$ cat config.mk
export PLATFORM = sky130hd
export DESIGN_NAME = tspp_bus_arbiter
export DESIGN_NICKNAME = d
export VERILOG_FILES = /design/src/rtl/tspp_bus_arbiter.sv
export SDC_FILE = /design/constraint.sdc
export NUM_CORES = 1
export LEC_CHECK = 0
export ABC_AREA = 1
export BUFFER_PORTS_ARGS = -buffer_cell sky130_fd_sc_hd__buf_2
export CORE_AREA = 2 2 107 109
export DETAILED_ROUTE_END_ITERATION = 16
export DIE_AREA = 0 0 109 111
export PLACE_DENSITY_LB_ADDON = 0.15
export SYNTH_ARGS = -nofsm -noshare
export SYNTH_HDL_FRONTEND = slang
export SYNTH_SLANG_ARGS = --single-unit
$ cat constraint.sdc
create_clock -name CLK -period 2 [get_ports CLK]
set_input_delay 0.4 -clock CLK [delete_from_list [all_inputs] [get_ports CLK]]
set_output_delay 0.4 -clock CLK [all_outputs]
set_load 0.05 [all_outputs]
$ cat src/rtl/tspp_bus_arbiter.sv
// tspp_bus_arbiter: shares one memory port between fetch (read-only) and data (read/write).
// Data has priority; an aging counter guarantees fetch progress.
module tspp_bus_arbiter #(
   parameter int STARVE_LIMIT = 4,
   parameter int ADDR_W       = 32,
   parameter int DATA_W       = 32
) (
   input  logic                CLK,
   input  logic                RST,
   input  logic [ADDR_W-1:0]   i_addr,
   input  logic                i_ren,
   output logic [DATA_W-1:0]   i_rdata,
   output logic                i_busy,
   input  logic [ADDR_W-1:0]   d_addr,
   input  logic                d_ren,
   input  logic                d_wen,
   input  logic [DATA_W-1:0]   d_wdata,
   input  logic [DATA_W/8-1:0] d_byte_en,
   output logic [DATA_W-1:0]   d_rdata,
   output logic                d_busy,
   output logic [ADDR_W-1:0]   m_addr,
   output logic                m_ren,
   output logic                m_wen,
   output logic [DATA_W-1:0]   m_wdata,
   output logic [DATA_W/8-1:0] m_byte_en,
   input  logic [DATA_W-1:0]   m_rdata,
   input  logic                m_busy,
   output logic [1:0]          owner
);

   localparam int BE_W  = DATA_W / 8;
   localparam int CNT_W = (STARVE_LIMIT > 0) ? $clog2(STARVE_LIMIT + 1) : 1;

   typedef enum logic [1:0] {
      IDLE,
      I_LOCK,
      D_LOCK
   } state_t;

   state_t              state;
   logic [ADDR_W-1:0]   lat_addr;
   logic                lat_ren;
   logic                lat_wen;
   logic [DATA_W-1:0]   lat_wdata;
   logic [BE_W-1:0]     lat_be;
   logic [CNT_W-1:0]    starve_cnt;

   logic d_req;
   logic starved;
   logic cnt_sat;
   logic d_win;
   logic i_win;

   assign i_rdata = m_rdata;
   assign d_rdata = m_rdata;

   always_comb begin
      d_req   = d_ren | d_wen;
      cnt_sat = (starve_cnt == CNT_W'(STARVE_LIMIT));
      starved = (STARVE_LIMIT != 0) && i_ren && cnt_sat;
      d_win   = (state == IDLE) && d_req && !starved;
      i_win   = (state == IDLE) && i_ren && !d_win;
   end

   // Locked states replay the latch; IDLE forwards the live winner.
   always_comb begin
      m_addr    = lat_addr;
      m_ren     = lat_ren;
      m_wen     = lat_wen;
      m_wdata   = lat_wdata;
      m_byte_en = lat_be;
      owner     = 2'b00;
      i_busy    = 1'b1;
      d_busy    = 1'b1;
      unique case (state)
         IDLE: begin
            m_ren = 1'b0;
            m_wen = 1'b0;
            if (d_win) begin
               m_addr    = d_addr;
               m_ren     = d_ren & ~d_wen;
               m_wen     = d_wen;
               m_wdata   = d_wdata;
               m_byte_en = d_byte_en;
               owner     = 2'b10;
               d_busy    = m_busy;
            end else if (i_win) begin
               m_addr    = i_addr;
               m_ren     = 1'b1;
               m_wdata   = '0;
               m_byte_en = '1;
               owner     = 2'b01;
               i_busy    = m_busy;
            end
         end
         I_LOCK: begin
            owner  = 2'b01;
            i_busy = m_busy;
         end
         D_LOCK: begin
            owner  = 2'b10;
            d_busy = m_busy;
         end
         default: ;
      endcase
      if (RST) begin
         m_ren  = 1'b0;
         m_wen  = 1'b0;
         i_busy = 1'b1;
         d_busy = 1'b1;
         owner  = 2'b00;
      end
   end

   always_ff @(posedge CLK) begin
      if (RST) begin
         state      <= IDLE;
         starve_cnt <= '0;
         lat_addr   <= '0;
         lat_ren    <= 1'b0;
         lat_wen    <= 1'b0;
         lat_wdata  <= '0;
         lat_be     <= '0;
      end else begin
         unique case (state)
            IDLE: begin
               if (d_win || i_win) begin
                  lat_addr  <= m_addr;
                  lat_ren   <= m_ren;
                  lat_wen   <= m_wen;
                  lat_wdata <= m_wdata;
                  lat_be    <= m_byte_en;
                  if (i_win)
                     starve_cnt <= '0;
                  else if (i_ren && !cnt_sat)
                     starve_cnt <= starve_cnt + 1'b1;
                  if (m_busy)
                     state <= d_win ? D_LOCK : I_LOCK;
               end
            end
            I_LOCK, D_LOCK: begin
               if (!m_busy)
                  state <= IDLE;
            end
            default: state <= IDLE;
         endcase
      end
   end

   a_rw_excl: assert property (
      @(posedge CLK) disable iff (RST) !(d_ren && d_wen)
   );

endmodule
# Word-level counts from Yosys, hierarchy flattened
# Cells that the tools add are included.
# classes
n_addsub	1
n_eq_ne	6
n_mux	34
bitwise	3
n_reduce_logical	16
# ops
op	count
$mux 32	6
$mux 1	13
$mux 2	6
$mux 4	3
$logic_and 1x1->1	6
$mux 3	2
$pmux 2 s3	1
$reduce_and 3->1	2
$ne 2x2->1 const B	2
$pmux 1 s2	2
$pmux 2 s2	1
$add 3x1->3 const B	1
$eq 3x3->1 const B	1
$logic_not 1->1	3
$eq 2x1->1 const B	1
$eq 2x2->1 const B	1
$logic_not 2->1	1
$ne 2x1->1 const B	1
$reduce_and 2->1	1
$reduce_bool 2->1	1
$reduce_or 2->1	1
$and 1x1->1	1
$logic_or 1x1->1	1
$not 1->1	1
$or 1x1->1	1
# word_totals
reg_bits	75
input_bits	138
output_inout_bits	138

# Longest topological paths before layout
# Gate-level depths: netlist of the first run.
# logic_depth
word_depth	10
mapped_depth	10

# Worst setup path before layout of the first run
# Ideal clock, no wire load.
# synth_timing
kind	flip-flop to output port
start	reg state[0]
end	out m_ren
arrival_time_ps	1953
t_required_ps	1600
path_slack_ps	-353
stages_incl_launch_ff	9
path_cell_list	dfxtp_1 > inv_1 > ha_1 > buf_4 > nand2_1 > buf_4 > nand2_2 > nand2_1 > a21oi_1
# synth_between
elab_chain_cells	9
elab_cells_between_ends	10
# synth_lines
element	line_no	source
start, declared	40	state_t state;
start signal, assigned	138	state <= d_win ? D_LOCK : I_LOCK;
$logic_not 2->1 *	61, 62, 75	
$logic_and 1x1->1 (2 in a row)	61	d_win = (state == IDLE) && d_req && !starved;
$logic_not 1->1	62	i_win = (state == IDLE) && i_ren && !d_win;
$logic_and 1x1->1	62	
$mux 1	87	end else if (i_win) begin
$mux 1	79	if (d_win) begin
$mux 1 *	75	unique case (state)
$mux 1 *	106	if (RST) begin
end, declared	22	output logic m_ren,
# Mark *: on every way between the ends. The rest lies on a longest branch, timed or not.

# Worst setup path after layout of the first run
# layout_timing
start	reg state[0]
end	out m_addr[28]
# layout_between
elab_chain_cells	8
elab_cells_between_ends	9
# layout_lines
element	line_no	source
$logic_not 2->1 *	61, 62, 75	
$logic_and 1x1->1 (2 in a row)	61	
$logic_not 1->1	62	
$logic_and 1x1->1	62	
$mux 32	87	
$mux 32	79	
$mux 32 *	75	
end, declared	21	output logic [ADDR_W-1:0] m_addr,
# Marked as above.

==> flow_summary.json, run 1 <==
{
  "dieArea_mm2": 0.0121,
  "drv_slew": 0,
  "antenna_found_initial": 0,
  "ant_nets": 0,
  "leakage_nw": 3.47,
  "grt_pass1_vias": 4495,
  "synth_nets": 750,
  "fin_area_mm2": 0.00676,
  "period_needed_ps": 2270,
  "row_count": 39,
  "syn_area_mm2": 0.00433,
  "violations": "negative setup slack",
  "setup_viol": 74,
  "finalCritPeriodShare_pct": 114,
  "path_class": "reg2out",
  "ys_warn_count": 0,
  "relSlewSlack_pct": 64.0,
  "clock-root-buffer": "clkbuf_16",
  "num_vias": 4419,
  "hold_viol": 0,
  "drc": 0,
  "fmax_mhz": 440,
  "status": "finished, violations left",
  "synth-main-ff-cell": "dfxtp_1",
  "synth_area_leaders": "dfxtp_1 35%, nand2_1 14%, buf_4 12%",
  "p_per_area_mw_per_mm2": 1950,
  "start_kind": "flop",
  "crit_slowest_cell": "dfxtp_2",
  "tns_ps": -12660,
  "grt_pass1_wl_um": 20800,
  "finalClockSkew_ps": 6.76,
  "post_drt_wl_per_cell_um": 14.9,
  "critPathBufInv": 4,
  "coreArea_mm2": 0.0111,
  "fin_util_pct": 61.0,
  "placed_area_mm2": 0.00510,
  "yosysTopAreaCell": "dfxtp_1",
  "ios": 276,
  "clkSlewWorstSetupHoldPaths_ps": 60,
  "first_pass_iters": 4,
  "vdd_drop_max_v": 0.00104,
  "die_h_um": 111,
  "port_buffers": 179,
  "avgSynthCellArea_um2": 7.13,
  "cp_data_arrival_time_ps": 1870,
  "path_cells": "inv_2 -> ha_4 -> nand2_4 -> inv_6 -> bufbuf_16 -> nand3_1 -> nand3_1 -> buf_6",
  "drt_iter0_markers": 201,
  "initial_core_util_pct": 39.1,
  "cts_hold_buf": 0,
  "final_nets": 897,
  "grt-ovfl-total": 0,
  "ys_ff_latch": 75,
  "postSynthCellCount": 607,
  "drive_gt1_share_pct": 51.6,
  "cpMostUsedCell": "nand3_1",
  "end_kind": "primary output",
  "critPathMaxFanout": 13,
  "die_x_um": 109,
  "antenna_cells": 0,
  "yosys.area.top_type_share_pct": 34.7,
  "yosysSeqAreaShare_pct": 34.7,
  "cts.sinks": 75,
  "synth_edf_count": 0,
  "finalWorstSetupSlack_ps": -272,
  "cts-htree-levels": 3,
  "grt_start_max_net_pins": 47,
  "cpPeakStageDelay_ps": 320,
  "place_hpwl_um": 8530,
  "ys_async_sr_fraction_pct": 0,
  "crit_family": "buffers and inverters",
  "finalPower_mw": 13.2,
  "cp.required_ps": 1600,
  "maxCapViolCount": 0,
  "cts-buffers-inserted": 9,
  "area_growth_pct": 56.1,
  "clockBufferDepth": 2,
  "yosysUniqueCellTypes": 28,
  "place.gp.congestion": 0.792,
  "grt_usage_pct": 21.5,
  "min_path_type": "in2reg",
  "timing.hold.ws_ps": 342,
  "clock_latency_ps": 330,
  "tightest_slew_ps": 539,
  "routed_wl_um": 13400,
  "rsz0062_at_grt": "yes",
  "cts_tree": "done",
  "post_drt_via_cell_ratio": 4.90
}
[state kept, by name, summed over array words and instances, names as in the netlist]
register    count
lat_wdata      32
lat_addr       32
lat_wen         1
lat_ren         1
lat_be          4
starve_cnt      3
state           2
[through the flow]
stage               std cells  setup WS, ps
global route              902          -333
detailed placement        859          -112
CTS                       892          -212
finish                    902          -272
global placement          859         -98.8
floorplan                 607         -56.1
[logic make-up after synthesis]
group                    share of synthesized area [%]
AO/OA/AOI/OAI                                     7.28
adder cells (fa/ha/maj)                           1.45
buffers and inverters                             21.0
flip-flops                                        34.7
AND/OR/NAND/NOR                                   35.5
[worst reg2reg max path: cells and delay by family, from the launching register on]
family                   cells  cell delay (ps)
buffers and inverters        5              600
flip-flops                   1              320
AND/OR/NAND/NOR              4              390
adder cells (fa/ha/maj)      1              230
[power breakdown]
| group | switching, mW | internal [mW] | leakage, nW |
|---|---|---|---|
| combinational | 5.81 | 3.78 | 2.71 |
| sequential | 0.126 | 1.88 | 0.620 |
| clock | 0.619 | 0.963 | 0.143 |
[cell usage in the layout, fill, tap and decap left out, types with 3 or more instances in the layout]
cell / n
nand2_1: 91
buf_8: 57
clkinv_2: 3
nor2_2: 8
nand3_1: 87
nor2_1: 14
o21ai_0: 4
clkbuf_16: 10
dfxtp_1: 71
nand2_2: 54
buf_6: 20
nand3_2: 31
inv_2: 6
ha_1: 3
buf_4: 34
buf_12: 10
a21oi_2: 5
nor2_4: 3
dfxtp_2: 4
nand3b_1: 6
inv_1: 43
buf_2: 108
o22ai_2: 3
a21oi_1: 41
nand2_4: 20
[path summary, 6_finish.rpt]
path	cells past startpoint	slack [ps]	startpoint	endpoint
setup / recovery	8	-270	state[0]$_SDFFE_PP0P_	m_addr[28]
hold / removal	3	340	d_wdata[27]	lat_wdata[27]$_SDFFE_PP0P_
setup reg to reg	10	350	state[0]$_SDFFE_PP0P_	lat_addr[6]$_SDFFE_PP0P_
hold reg to reg	2	510	lat_wdata[30]$_SDFFE_PP0P_	lat_wdata[30]$_SDFFE_PP0P_
[repair_timing]
item                                    CTS  global route
buffers inserted                         10            12
pin swaps                                 7            19
cloned                                    7             1
resized for setup                       223            85
endpoints found under the setup margin   74            74
[per-layer routing]
layer | up-vias | wire length [µm] | track usage (%)
met5 | - | 0 | 0
met4 | 0 | 335 | 8.29
met3 | 44 | 810 | 4.47
met2 | 133 | 7070 | 38.7
met1 | 2062 | 5220 | 24.4
li1 | 2180 | - | -
[layout make-up]
cell class	instances	area (µm²)
clock inverter	5	53.8
fill	995	4320
timing repair buffer	234	2220
multi-input combinational	381	2350
inverter	53	215
tap	143	179
clock buffer	11	233
sequential	75	1510
[Yosys cell counts (3+ instances only)]
library cell,number
nand3_1,95
buf_2,15
ha_1,5
o22ai_1,4
nand2_2,3
o21ai_0,4
nand3b_1,6
buf_4,72
dfxtp_1,75
nand2_1,162
nand3_2,23
a21oi_2,3
clkbuf_1,6
a21oi_1,44
inv_1,50
nor2_1,20
nor2_2,5
Note: power is estimated with default switching activity, not from simulation.
==> inputs of run 2 (changes only) <==
- CELL_PAD_IN_SITES_DETAIL_PLACEMENT: not set -> 0
- CELL_PAD_IN_SITES_GLOBAL_PLACEMENT: not set -> 1
- CORE_AREA: 2 2 107 109 -> 2 2 122 136
- DIE_AREA: 0 0 109 111 -> 0 0 124 138
==> run 2 against run 1 <==
  * Global-route usage down 4.9 points
  * Sequential share of layout area is 2.6 points lower
  * Final cell count increased by 12%
  * Via count increased by 3.7%
  * Critical path type unchanged
  * Power increased by 13%
  * Clock skew grew 1.6 ps
  * Fmax is 1.1% higher
  * Clock-buffer cell count fell by 1
  * Hold slack worse by 10 ps
  * Critical endpoint is now m_addr[26]
  * The run still ends with negative setup slack left
  * Final area up 13%
  * Setup slack better by 25 ps
==> flow_summary.json, run 2 (synthesis results as in run 1) <==
{
  "cts.sinks": 75,
  "drc": 0,
  "p_switching_mw": 7.04,
  "grt_pass1_vias": 4597,
  "leakage_nw": 3.82,
  "grt-ovfl-total": 0,
  "maxCapViolCount": 0,
  "most-common-layout-cells": "111 x nand2_1, 105 x buf_2, 71 x dfxtp_1",
  "end_kind": "primary output",
  "p_per_area_mw_per_mm2": 1950,
  "grt_pass1_wl_um": 22400,
  "antenna_found_initial": 0,
  "path_class": "reg2out",
  "drt_iter0_markers": 120,
  "drive_gt1_share_pct": 56.3,
  "tns_ps": -14560,
  "port_buffers": 179,
  "post_drt_via_cell_ratio": 4.52,
  "use_met3_pct": 4.13,
  "hold_viol": 0,
  "num_vias": 4583,
  "clockPowerShare_pct": 11.8,
  "finalPower_mw": 14.9,
  "final_nets": 948,
  "grt_usage_pct": 16.6,
  "seq_power_share_pct": 13.6,
  "period_needed_ps": 2250,
  "ant_nets": 0,
  "initial_core_util_pct": 27.2,
  "rrSetupSlack_ps": -30,
  "grt.met2_usage_pct": 28.7,
  "cts-htree-levels": 3,
  "fmax_mhz": 445,
  "timing.hold.ws_ps": 332,
  "area_growth_pct": 76.4,
  "relSlewSlack_pct": 62.0,
  "clkSlewWorstSetupHoldPaths_ps": 60,
  "cp_data_arrival_time_ps": 1850,
  "clock_latency_ps": 340,
  "use_met1_pct": 19.7,
  "clockBufferDepth": 2,
  "fin_area_mm2": 0.00764,
  "largestRegisters": "lat_addr (32), lat_wdata (32), lat_be (4)",
  "die_x_um": 124,
  "violations": "negative setup slack",
  "vdd_drop_max_v": 0.00112,
  "place_hpwl_um": 9290,
  "grt_start_max_net_pins": 47,
  "cpPeakStageDelay_ps": 330,
  "comb_power_share_pct": 74.6,
  "crit_family": "buffers and inverters",
  "ios": 276,
  "finalClockSkew_ps": 8.38,
  "cts_tree": "done",
  "critPathBufInv": 4,
  "first_pass_iters": 4,
  "path_cells": "inv_2 -> ha_4 -> nand3_4 -> nand3_4 -> buf_12 -> clkbuf_16 -> nand3b_1 -> nand2_2 -> nand2_2 -> buf_8",
  "cts-buffers-inserted": 9,
  "routed_wl_um": 14900,
  "cp.required_ps": 1600,
  "row_count": 49,
  "coreArea_mm2": 0.0159,
  "post_drt_wl_per_cell_um": 14.7,
  "fill_cells": 1540,
  "min_path_type": "in2reg",
  "placed_area_mm2": 0.00540,
  "dieArea_mm2": 0.0171,
  "crit_slowest_cell": "dfxtp_2",
  "finalCritPeriodShare_pct": 112,
  "clock-root-buffer": "clkbuf_16",
  "finalWorstSetupSlack_ps": -247,
  "critPathMaxFanout": 5,
  "internal-power_mw": 7.87,
  "final_common_cell": "nand2_1",
  "rsz0062_at_grt": "yes",
  "start_kind": "flop",
  "die_h_um": 138,
  "drv_slew": 0,
  "p_sw_share_pct": 47.2,
  "busiest_layer": "met2",
  "place.gp.congestion": 0.764,
  "tightest_slew_ps": 569,
  "cts_hold_buf": 0,
  "setup_viol": 76,
  "antenna_cells": 0,
  "status": "finished, violations left"
}
run 2: final cells by class:
type	count	area (µm²)	share of cell area, %
well taps	204	255	3.34
inverters	53	216	2.83
repair buffers	285	2830	37.0
clock inverters	6	90.1	1.18
flip-flops and latches	75	1510	19.7
clock buffers	10	229	3.00
multi-input cells	381	2510	32.9
run 2: through the flow:
stage | utilization [%] | worst slack [ps] | std cells
2_1_floorplan | - | -56.1 | 607
3_3_place_gp | 33.9 | -79.3 | 945
3_5_place_dp | 33.9 | -119 | 945
4_1_cts | 44.3 | -226 | 998
5_1_grt | 47.9 | -340 | 1014
6_report | 47.9 | -247 | 1014
run 2: path summary, 6_finish.rpt:
path                                                 start                    endpoint  cells past startpoint
worst max-delay path            starve_cnt[1]$_SDFFE_PP0P_                  m_addr[26]                     10
worst max register to register  starve_cnt[1]$_SDFFE_PP0P_   lat_addr[25]$_SDFFE_PP0P_                     15
worst min-delay path                           d_wdata[18]  lat_wdata[18]$_SDFFE_PP0P_                      3
worst min register to register   lat_wdata[1]$_SDFFE_PP0P_   lat_wdata[1]$_SDFFE_PP0P_                      2
run 2: worst min-delay path, delay by kind of cell:
family | cells | cell delay, ps
simple gates | 1 | 70
buf+inv | 1 | 100
compound gates | 1 | 60
run 2: power by group through the flow:
stage / registers (mW) / clock network [mW] / logic, mW
after global placement: 2.02 / 0 / 7.30
after detailed placement: 2.03 / 0 / 7.30
final: 2.03 / 1.76 / 11.1
after floorplan: 1.99 / 0 / 5.56
after CTS: 2.01 / 1.81 / 9.99
after global routing: 2.06 / 1.89 / 11.8
run 2: repair_timing:
action                                  in CTS  in global routing
pin swaps                                    6                 24
endpoints found under the setup margin      74                 77
gates cloned                                 6                  6
resized for setup                          261                 82
endpoints found under the hold margin        0                  0
setup buffers                               31                 14
run 2: routing by layer:
metal,wire length (µm),vias up
li1,-,2285
met1,5960,2150
met2,7730,114
met3,882,34
met4,314,0
met5,0,-
